--- src/rtl/mem_port_arbiter_pkg.sv ---
// Shared types for the unified I/D memory port arbiter.
package mem_port_arbiter_pkg;

  localparam int unsigned BUS_ADDR_W = 32;
  localparam int unsigned BUS_DATA_W = 32;
  localparam int unsigned BUS_BE_W   = BUS_DATA_W / 8;

  typedef enum logic [2:0] {
    IDLE,
    REQ_IF,
    RSP_IF,
    REQ_MEM,
    RSP_MEM
  } arb_state_t;

  typedef struct packed {
    logic                  we;
    logic [BUS_ADDR_W-1:0] addr;
    logic [BUS_DATA_W-1:0] wdata;
    logic [BUS_BE_W-1:0]   be;
  } mem_bus_req_t;

endpackage

--- src/rtl/mem_port_arbiter.sv ---
// Arbitrates one single-ported memory between fetch and load/store, data first,
// one outstanding access at a time, with stall generation and stale-fetch drop.
module mem_port_arbiter
  import mem_port_arbiter_pkg::*;
#(
  parameter int unsigned ADDR_W = BUS_ADDR_W,
  parameter int unsigned DATA_W = BUS_DATA_W
) (
  input  logic                clk,
  input  logic                rst,
  input  logic                if_req_i,
  input  logic [ADDR_W-1:0]   if_addr_i,
  output logic [DATA_W-1:0]   if_rdata_o,
  output logic                if_valid_o,
  input  logic                mem_req_i,
  input  logic                mem_we_i,
  input  logic [ADDR_W-1:0]   mem_addr_i,
  input  logic [DATA_W-1:0]   mem_wdata_i,
  input  logic [DATA_W/8-1:0] mem_be_i,
  output logic [DATA_W-1:0]   mem_rdata_o,
  output logic                mem_valid_o,
  input  logic                flush_i,
  output logic                m_req_o,
  output logic                m_we_o,
  output logic [ADDR_W-1:0]   m_addr_o,
  output logic [DATA_W-1:0]   m_wdata_o,
  output logic [DATA_W/8-1:0] m_be_o,
  input  logic                m_gnt_i,
  input  logic                m_rvalid_i,
  input  logic [DATA_W-1:0]   m_rdata_i,
  output logic                stall_if_o,
  output logic                stall_mem_o
);

  arb_state_t   state_q, state_d;
  mem_bus_req_t bus_q, bus_d;
  logic         m_req_q, m_req_d;
  logic         drop_q, drop_d;

  // State, request bus and stale-fetch flag registers
  always_ff @(posedge clk or posedge rst) begin
    if (rst) begin
      state_q <= IDLE;
      bus_q   <= '0;
      m_req_q <= 1'b0;
      drop_q  <= 1'b0;
    end else begin
      state_q <= state_d;
      bus_q   <= bus_d;
      m_req_q <= m_req_d;
      drop_q  <= drop_d;
    end
  end

  // Next-state, request capture and response qualification
  always_comb begin
    state_d     = state_q;
    bus_d       = bus_q;
    m_req_d     = m_req_q;
    drop_d      = drop_q;
    if_valid_o  = 1'b0;
    mem_valid_o = 1'b0;

    unique case (state_q)
      IDLE: begin
        if (mem_req_i) begin
          bus_d.we    = mem_we_i;
          bus_d.addr  = BUS_ADDR_W'(mem_addr_i);
          bus_d.wdata = BUS_DATA_W'(mem_wdata_i);
          bus_d.be    = BUS_BE_W'(mem_be_i);
          m_req_d     = 1'b1;
          state_d     = REQ_MEM;
        end else if (if_req_i) begin
          bus_d.we    = 1'b0;
          bus_d.addr  = BUS_ADDR_W'(if_addr_i);
          bus_d.wdata = '0;
          bus_d.be    = '1;
          m_req_d     = 1'b1;
          state_d     = REQ_IF;
        end
      end
      REQ_IF: begin
        if (m_gnt_i) begin
          m_req_d = 1'b0;
          state_d = RSP_IF;
        end
      end
      RSP_IF: begin
        if_valid_o = m_rvalid_i & ~drop_q & ~flush_i;
        if (m_rvalid_i) state_d = IDLE;
      end
      REQ_MEM: begin
        if (m_gnt_i) begin
          m_req_d = 1'b0;
          state_d = RSP_MEM;
        end
      end
      RSP_MEM: begin
        mem_valid_o = m_rvalid_i;
        if (m_rvalid_i) state_d = IDLE;
      end
      default: state_d = IDLE;
    endcase

    // A fetch made stale by a taken branch stays suppressed until the port idles
    if (state_d == IDLE) begin
      drop_d = 1'b0;
    end else if (flush_i && (state_q == REQ_IF || state_q == RSP_IF)) begin
      drop_d = 1'b1;
    end
  end

  assign m_req_o     = m_req_q;
  assign m_we_o      = bus_q.we;
  assign m_addr_o    = ADDR_W'(bus_q.addr);
  assign m_wdata_o   = DATA_W'(bus_q.wdata);
  assign m_be_o      = (DATA_W/8)'(bus_q.be);

  assign if_rdata_o  = m_rdata_i;
  assign mem_rdata_o = m_rdata_i;

  assign stall_mem_o = mem_req_i & ~mem_valid_o;
  assign stall_if_o  = stall_mem_o | (if_req_i & ~if_valid_o);

endmodule
--- config.mk ---
export PLATFORM = sky130hd
export DESIGN_NAME = mem_port_arbiter
export DESIGN_NICKNAME = d
export VERILOG_FILES = /design/src/rtl/mem_port_arbiter_pkg.sv /design/src/rtl/mem_port_arbiter.sv
export SDC_FILE = /design/constraint.sdc
export NUM_CORES = 1
export LEC_CHECK = 0
export BUFFER_PORTS_ARGS = -buffer_cell sky130_fd_sc_hd__buf_2
export CAP_MARGIN = 20
export CELL_PAD_IN_SITES_DETAIL_PLACEMENT = 1
export CELL_PAD_IN_SITES_GLOBAL_PLACEMENT = 2
export CORE_MARGIN = 3
export CORE_UTILIZATION = 21
export CTS_CLUSTER_DIAMETER = 120
export DETAILED_ROUTE_END_ITERATION = 10
export GPL_ROUTABILITY_DRIVEN = 0
export GPL_TIMING_DRIVEN = 0
export PLACE_DENSITY_LB_ADDON = 0.2
export SYNTH_ARGS = -nofsm -noshare
export SYNTH_HDL_FRONTEND = slang
export SYNTH_SLANG_ARGS = --single-unit
export TNS_END_PERCENT = 30
--- constraint.sdc ---
create_clock -name clk -period 2.45 [get_ports clk]
set_input_delay 0.49 -clock clk [delete_from_list [all_inputs] [get_ports clk]]
set_output_delay 0.49 -clock clk [all_outputs]
set_load 0.05 [all_outputs]
==> metrics.yaml, run 1 <==
outcome: "complete, no violations"
fmax_ghz: 0.496
n_antenna_cell: 0
tns_ns: 0
tritoncts: "built"
cts_setup_buffers: 0
grt_pass1_vias: 3656
netlist_area_um2: 4030
clock_latency_ns: 0.34
fin_crit_sh_pct: 82.4
drive_gt1_share_pct: 64.1
die-area_um2: 20900
synth_nets: 469
power_mw: 8.35
clock-sinks: 74
wl_per_cell_um: 15.3
worstMarginPinSlew_ns: 0.492
grt_overflow: 0
grt_max_degree: 45
critPathKind: "flop to output pin"
numCtsBuffers: 9
end_kind: "output pin"
drt_iter0_drc: 31
drc_errors: 0
critical-path-max-stage-delay_ns: 0.36
hp-class: "input port to asynchronous set/reset pin"
ios: 278
post_drt_via_cell_ratio: 4.17
path_delay_family: "buffers and inverters"
cts-root-buf: "clkbuf_16"
cp.required_ns: 1.96
grt_pass1_wl_um: 18500
hold_viol: 0
r2r_start: "state_q[1]"
avgSynthCellArea_um2: 12.3
port_buffers: 244
seq_area_frac_synth_pct: 45.9
power_density_nw_per_um2: 1420
clk_path_buf_depth: 2
start_util_pct: 21.5
maxSlewViolCount: 0
slew_headroom_pct: 67.1
holdBufCountCts: 0
cp.arrival_ns: 1.53
irDropWorstVdd_mv: 0.472
synth_cells: 329
core_area_um2: 18800
leakage_nw: 2.99
dp_hpwl_um: 10100
synth_seq_cells: 74
htree_levels: 3
core.rowCount: 50
r2r_setup_slack_ns: 0.58
maxCapViolCount: 0
routed-via-count: 3434
first_pass_iters: 5
grt.total_usage_pct: 11.4
die_w_um: 145
crit_fanout: 7
start_kind: "flop"
path_buf_inv: 2
r2r-end: "m_addr_o[4]"
critPathSlowestCell: "dfrtp_1"
die_h_um: 145
clkSlewWorstSetupHoldPaths_ns: 0.06
final-setup-viol-count: 0
yosys_warnings: 0
critPathMostFrequentCell: "buf_2"
wl_um: 12600
rsz0062_at_grt: "false"
finClkSkew_ns: 0.00789
cts_resized: 0
synthDistinctLibCells: 31
area_growth_pct: 46.0
postRouteAntennaNets: 0
finalCriticalPeriod_ns: 2.02
nets: 725
grt_antenna_before_repair: 2
reg2reg_depth: 5
path_cells: "buf_2 -> nand4bb_1 -> nor3_2 -> o22ai_1 -> buf_2"
==> flip-flops by register name (all words and copies together), names as in the netlist <==
signal	flops
state_q	3
m_req_o	1
m_be_o	4
m_wdata_o	32
m_addr_o	32
m_we_o	1
drop_q	1
==> worst reg2reg max path, cell delays in order, from the launching register on <==
cell and delay, ns:
dfrtp_1 0.35, buf_2 0.19, nor3_4 0.46, clkbuf_1 0.45, a21oi_1 0.20, a21oi_4 0.15
==> cells in the final DEF (no fill, tap or decap), types with 2 or more instances in the layout <==
cell and n:
a21oi_1 34, a21oi_4 30, a22o_1 33, a31oi_1 2, and2_1 2, buf_12 3
buf_2 253, buf_4 65, buf_6 5, clkbuf_1 7, clkbuf_16 9, dfrtp_1 74
inv_1 4, inv_6 2, mux2i_1 32, nand2_1 6, nor2_1 2, nor3_2 2
o22a_1 4, xor2_1 2
==> final cells by class <==
cell class                      instances  area (um2)
Tap cell                              234         293
Multi-Input combinational cell        162        1500
Clock buffer                           11         243
Timing Repair Buffer                  245        1250
Inverter                                5        21.3
Buffer                                 88         672
Clock inverter                          5        60.1
Sequential cell                        74        1850
Fill cell                            2175       12900
==> routing by layer <==
layer / up-vias / GRT usage [%] / part of all wire (%)
met3: 14 / 4.50 / 11
met4: 4 / 4.12 / 1.3
met5: - / 0 / 0.18
li1: 1622 / - / -
met1: 1605 / 12.8 / 38
met2: 189 / 19.8 / 49
==> report_power, final <==
group	internal (mW)	switching, mW	leakage [nW]
clock	0.822	0.535	0.147
sequential	1.78	0.284	0.879
combinational	1.45	3.48	1.96
==> synthesized netlist by cell type, drive strengths merged <==
cell type	count	area share, %
clkbuf	6	0.56
a21o	1	0.19
a22o	33	7.2
nand2	7	0.71
a221oi	1	0.22
and2	2	0.31
nand2b	1	0.16
nand4bb	1	0.28
xor2	2	0.43
inv	5	0.47
mux2i	32	7.9
o211ai	1	0.19
o22a	4	0.87
dfrtp	74	46
or2	1	0.16
nor3	3	0.65
o22ai	1	0.16
nor2	2	0.19
a31o	1	0.22
buf	82	16
a21oi	64	16
a31oi	2	0.31
nor2b	1	0.16
nor4b	1	0.22
o21ai	1	0.12
==> cell families after synthesis <==
group / synth area share (%)
AOI/OAI and AO/OA: 25.8
and+or+nand+nor: 2.82
muxes: 7.94
buffers and inverters: 17.1
DFF: 45.9
xor gates and xnor gates: 0.434
==> worst max path at each step <==
stage                from            to  depth (start not counted)
6_report       state_q[0]    stall_if_o                          5
5_1_grt        state_q[1]    stall_if_o                          5
4_1_cts        state_q[0]    stall_if_o                          5
3_5_place_dp    mem_req_i    stall_if_o                          5
3_3_place_gp          rst  m_addr_o[25]                          2
2_1_floorplan  state_q[0]    stall_if_o                          4
==> stage by stage <==
stage / hold WS [ns] / setup WS (ns) / cell area, um2 / util [%] / instances
2_1_floorplan: 0.534 / 0.0313 / 4040 / - / 329
3_3_place_gp: 0.471 / -0.987 / 5560 / 29.6 / 807
3_5_place_dp: 0.469 / 0.419 / 5590 / 29.8 / 808
4_1_cts: 0.159 / 0.389 / 5890 / 31.4 / 824
5_1_grt: 0.180 / 0.345 / 5890 / 31.4 / 824
6_report: 0.160 / 0.432 / 5890 / 31.4 / 824
Note: power is estimated with default switching activity, not from simulation.
==> run 2: changes to the inputs <==
--- a/config.mk
+++ b/config.mk
@@ -5,12 +5,13 @@
 export SDC_FILE = /design/constraint.sdc
 export NUM_CORES = 1
 export LEC_CHECK = 0
+export ABC_AREA = 1
 export BUFFER_PORTS_ARGS = -buffer_cell sky130_fd_sc_hd__buf_2
 export CAP_MARGIN = 20
 export CELL_PAD_IN_SITES_DETAIL_PLACEMENT = 1
 export CELL_PAD_IN_SITES_GLOBAL_PLACEMENT = 2
 export CORE_MARGIN = 3
-export CORE_UTILIZATION = 21
+export CORE_UTILIZATION = 20
 export CTS_CLUSTER_DIAMETER = 120
 export DETAILED_ROUTE_END_ITERATION = 10
 export GPL_ROUTABILITY_DRIVEN = 0
==> constraint.sdc (replaced) <==
create_clock -name clk -period 1.75 [get_ports clk]
set_input_delay 0.35 -clock clk [delete_from_list [all_inputs] [get_ports clk]]
set_output_delay 0.35 -clock clk [all_outputs]
set_load 0.05 [all_outputs]
==> metrics.yaml, run 2 <==
outcome: "complete, but fails checks"  # was complete, no violations
violations: "setup timing"
rsz0062_at_grt: "true"  # was false
r2r-end: "m_wdata_o[0]"  # was m_addr_o[4]
routed-via-count: 3534  # was 3434
tns_ns: -0.101  # was 0 ns
power_mw: 11.5  # was 8.35 mW
cts-root-buf: "clkbuf_16"  # unchanged
nets: 769  # was 725
numCtsBuffers: 9  # unchanged
clock_latency_ns: 0.34  # about the same
crit_fanout: 6  # was 7
end_kind: "output pin"  # unchanged
tritoncts: "built"  # unchanged
synth_top_area_cell: "dfrtp_1"  # unchanged
drt_iter0_drc: 49  # was 31
netlist.area_leader.share_pct: 48.8  # was 45.9%
ios: 278  # unchanged
instances_no_fill: 863  # was 824
crit_end: "stall_if_o"  # unchanged
die_h_um: 144  # was 145 um
core.rowCount: 49  # was 50
final_common_cell: "buf_2"  # unchanged
placed_cell_area_um2: 5360  # was 5590 um2
clock-sinks: 74  # unchanged
slew_headroom_pct: 65.2  # was 67.1%
power_density_nw_per_um2: 2010  # was 1420 nW/um2
r2r_setup_slack_ns: 0.30  # was 0.58 ns
synth_nets: 511  # was 469
grt.total_usage_pct: 12.5  # was 11.4%
n_antenna_cell: 0  # unchanged
final-setup-viol-count: 3  # was 0
synth_top_cells_by_count: "dfrtp_1, nor2_1, buf_4"  # was dfrtp_1, buf_4, a21oi_1
wl_per_cell_um: 15.4  # was 15.3 um
drc_errors: 0  # unchanged
wl_um: 13300  # was 12600 um
busiest_layer: "met2"  # unchanged
fin_ws_ns: -0.0514  # was 0.432 ns
grt_antenna_before_repair: 2  # unchanged
hold_viol: 0  # unchanged
grt_pass1_vias: 3841  # was 3656
synth_cells: 371  # was 329
clkSlewWorstSetupHoldPaths_ns: 0.06  # about the same
synth_seq_cells: 74  # unchanged
finalCriticalPeriod_ns: 1.80
reg2reg_depth: 5  # unchanged
port_buffers: 244  # unchanged
start_util_pct: 20.8  # was 21.5%
pre_cts_slack_ns: -0.145  # was 0.419 ns
grt_pass1_wl_um: 20200  # was 18500 um
fin_crit_sh_pct: 103
leakage_nw: 3.08  # was 2.99 nW
post_drt_via_cell_ratio: 4.10  # was 4.17
dp_hpwl_um: 10600  # was 10100 um
worstMarginPinSlew_ns: 0.521  # was 0.492 ns
first_pass_iters: 4  # was 5
postRouteAntennaNets: 0  # unchanged
netlist_area_um2: 3790  # was 4030 um2
grt_use_met1_pct: 16.0  # was 12.8%
hp-class: "input port to asynchronous set/reset pin"  # unchanged
die-area_um2: 20600  # was 20900 um2
grt_max_degree: 31  # was 45
synth_ff_type: "dfrtp_1"  # unchanged
htree_levels: 3  # unchanged
yosys_warnings: 0  # unchanged
irDropWorstVdd_mv: 0.542  # was 0.472 mV
fmax_ghz: 0.555
ys_top_cells_by_area: "dfrtp_1, buf_4, o31ai_2"  # was dfrtp_1, buf_4, a21oi_4
clk_path_buf_depth: 2  # unchanged
finClkSkew_ns: 0.00813  # was 0.00789 ns
startpoint: "state_q[0]"  # unchanged
area_growth_pct: 51.4  # was 46.0%
cp.arrival_ns: 1.45  # was 1.53 ns
start_kind: "flop"  # unchanged
die_w_um: 144  # was 145 um
r2r_start: "state_q[0]"  # was state_q[1]
placed_cells: 846  # was 808
maxCapViolCount: 0  # unchanged
avgSynthCellArea_um2: 10.2  # was 12.3 um2
core_area_um2: 18300  # was 18800 um2
met3_usage_pct: 3.56  # was 4.50%
cp.required_ns: 1.40  # was 1.96 ns
synth_edf_count: 0  # unchanged
grt_overflow: 0  # unchanged
critPathKind: "flop to output pin"  # unchanged
synthDistinctLibCells: 22  # was 31
drive_gt1_share_pct: 61.5  # was 64.1%
maxSlewViolCount: 0  # unchanged
final_cell_mix: "buf_2, dfrtp_1, nor2_1, buf_4, nand2_1"  # was buf_2, dfrtp_1, buf_4, a21oi_1, a22o_1
met2_usage_pct: 20.2  # was 19.8%
seq_area_frac_synth_pct: 48.8  # was 45.9%
yosysMostFrequentCell: "dfrtp_1"  # unchanged
async_flop_share_pct: 100  # unchanged
fin_area_um2: 5740  # was 5890 um2
## run 2: cell count changes in the layout (fill, tap and decap cells not counted), moves of 10 or more
| cell | change |
|---|---|
| a21oi_1 | -33 |
| nor2_1 | +69 |
| nand2_1 | +39 |
| buf_2 | -10 |
| a21oi_4 | -30 |
| mux2i_1 | -32 |
| o31ai_2 | +32 |
## run 2: power breakdown
group / internal (mW) / switching (mW) / leakage (nW)
clock: 1.29 / 0.761 / 0.159
sequential: 2.50 / 0.441 / 0.915
combinational: 1.86 / 4.67 / 2.01
## run 2: layout make-up
type                            count  area [um2]
Tap cell                          229         287
Clock buffer                       10         239
Buffer                             84         634
Multi-Input combinational cell    201        1290
Sequential cell                    74        1850
Timing Repair Buffer              248        1300
Clock inverter                      6        90.1
Inverter                           11        47.5
Fill cell                        2163       12500
## run 2: what timing repair did
item	CTS	global route
setup endpoints to repair	4	4
pin swaps	2	0
gates resized for setup	14	2
setup buffers	2	0
cloned	0	0
hold buffers	0	0
## run 2: worst min path at each step
stage	end	slack, ns	cells past startpoint
after floorplan	m_wdata_o[0]	0.48	1
after global placement	m_req_o	0.45	2
after detailed placement	m_wdata_o[21]	0.42	2
after CTS	m_wdata_o[24]	0.04	2
after global routing	m_wdata_o[23]	0.07	2
final	m_wdata_o[24]	0.05	2
## run 2: kinds of logic after synthesis
group           synth area share, %
simple gates                   13.4
buf+inv                        18.0
flops                          48.8
compound gates                 19.7
## run 2: metal layers
layer	routed length, um	share of wire, %
met1	5630	42
met2	6380	48
met3	1050	7.9
met4	187	1.4
met5	27	0.20
## run 2: through the flow
stage | hold slack, ns | utilization, %
after detailed placement | 0.419 | 29.3
after floorplan | 0.483 | -
after CTS | 0.0423 | 31.4
final | 0.0490 | 31.4
after global routing | 0.0734 | 31.4
after global placement | 0.455 | 29.1
## run 2: worst max-delay path, cell delays in order, from the launching register on
cell,delay [ns]
dfrtp_2,0.48
nor4_4,0.34
o21ai_1,0.12
buf_6,0.17
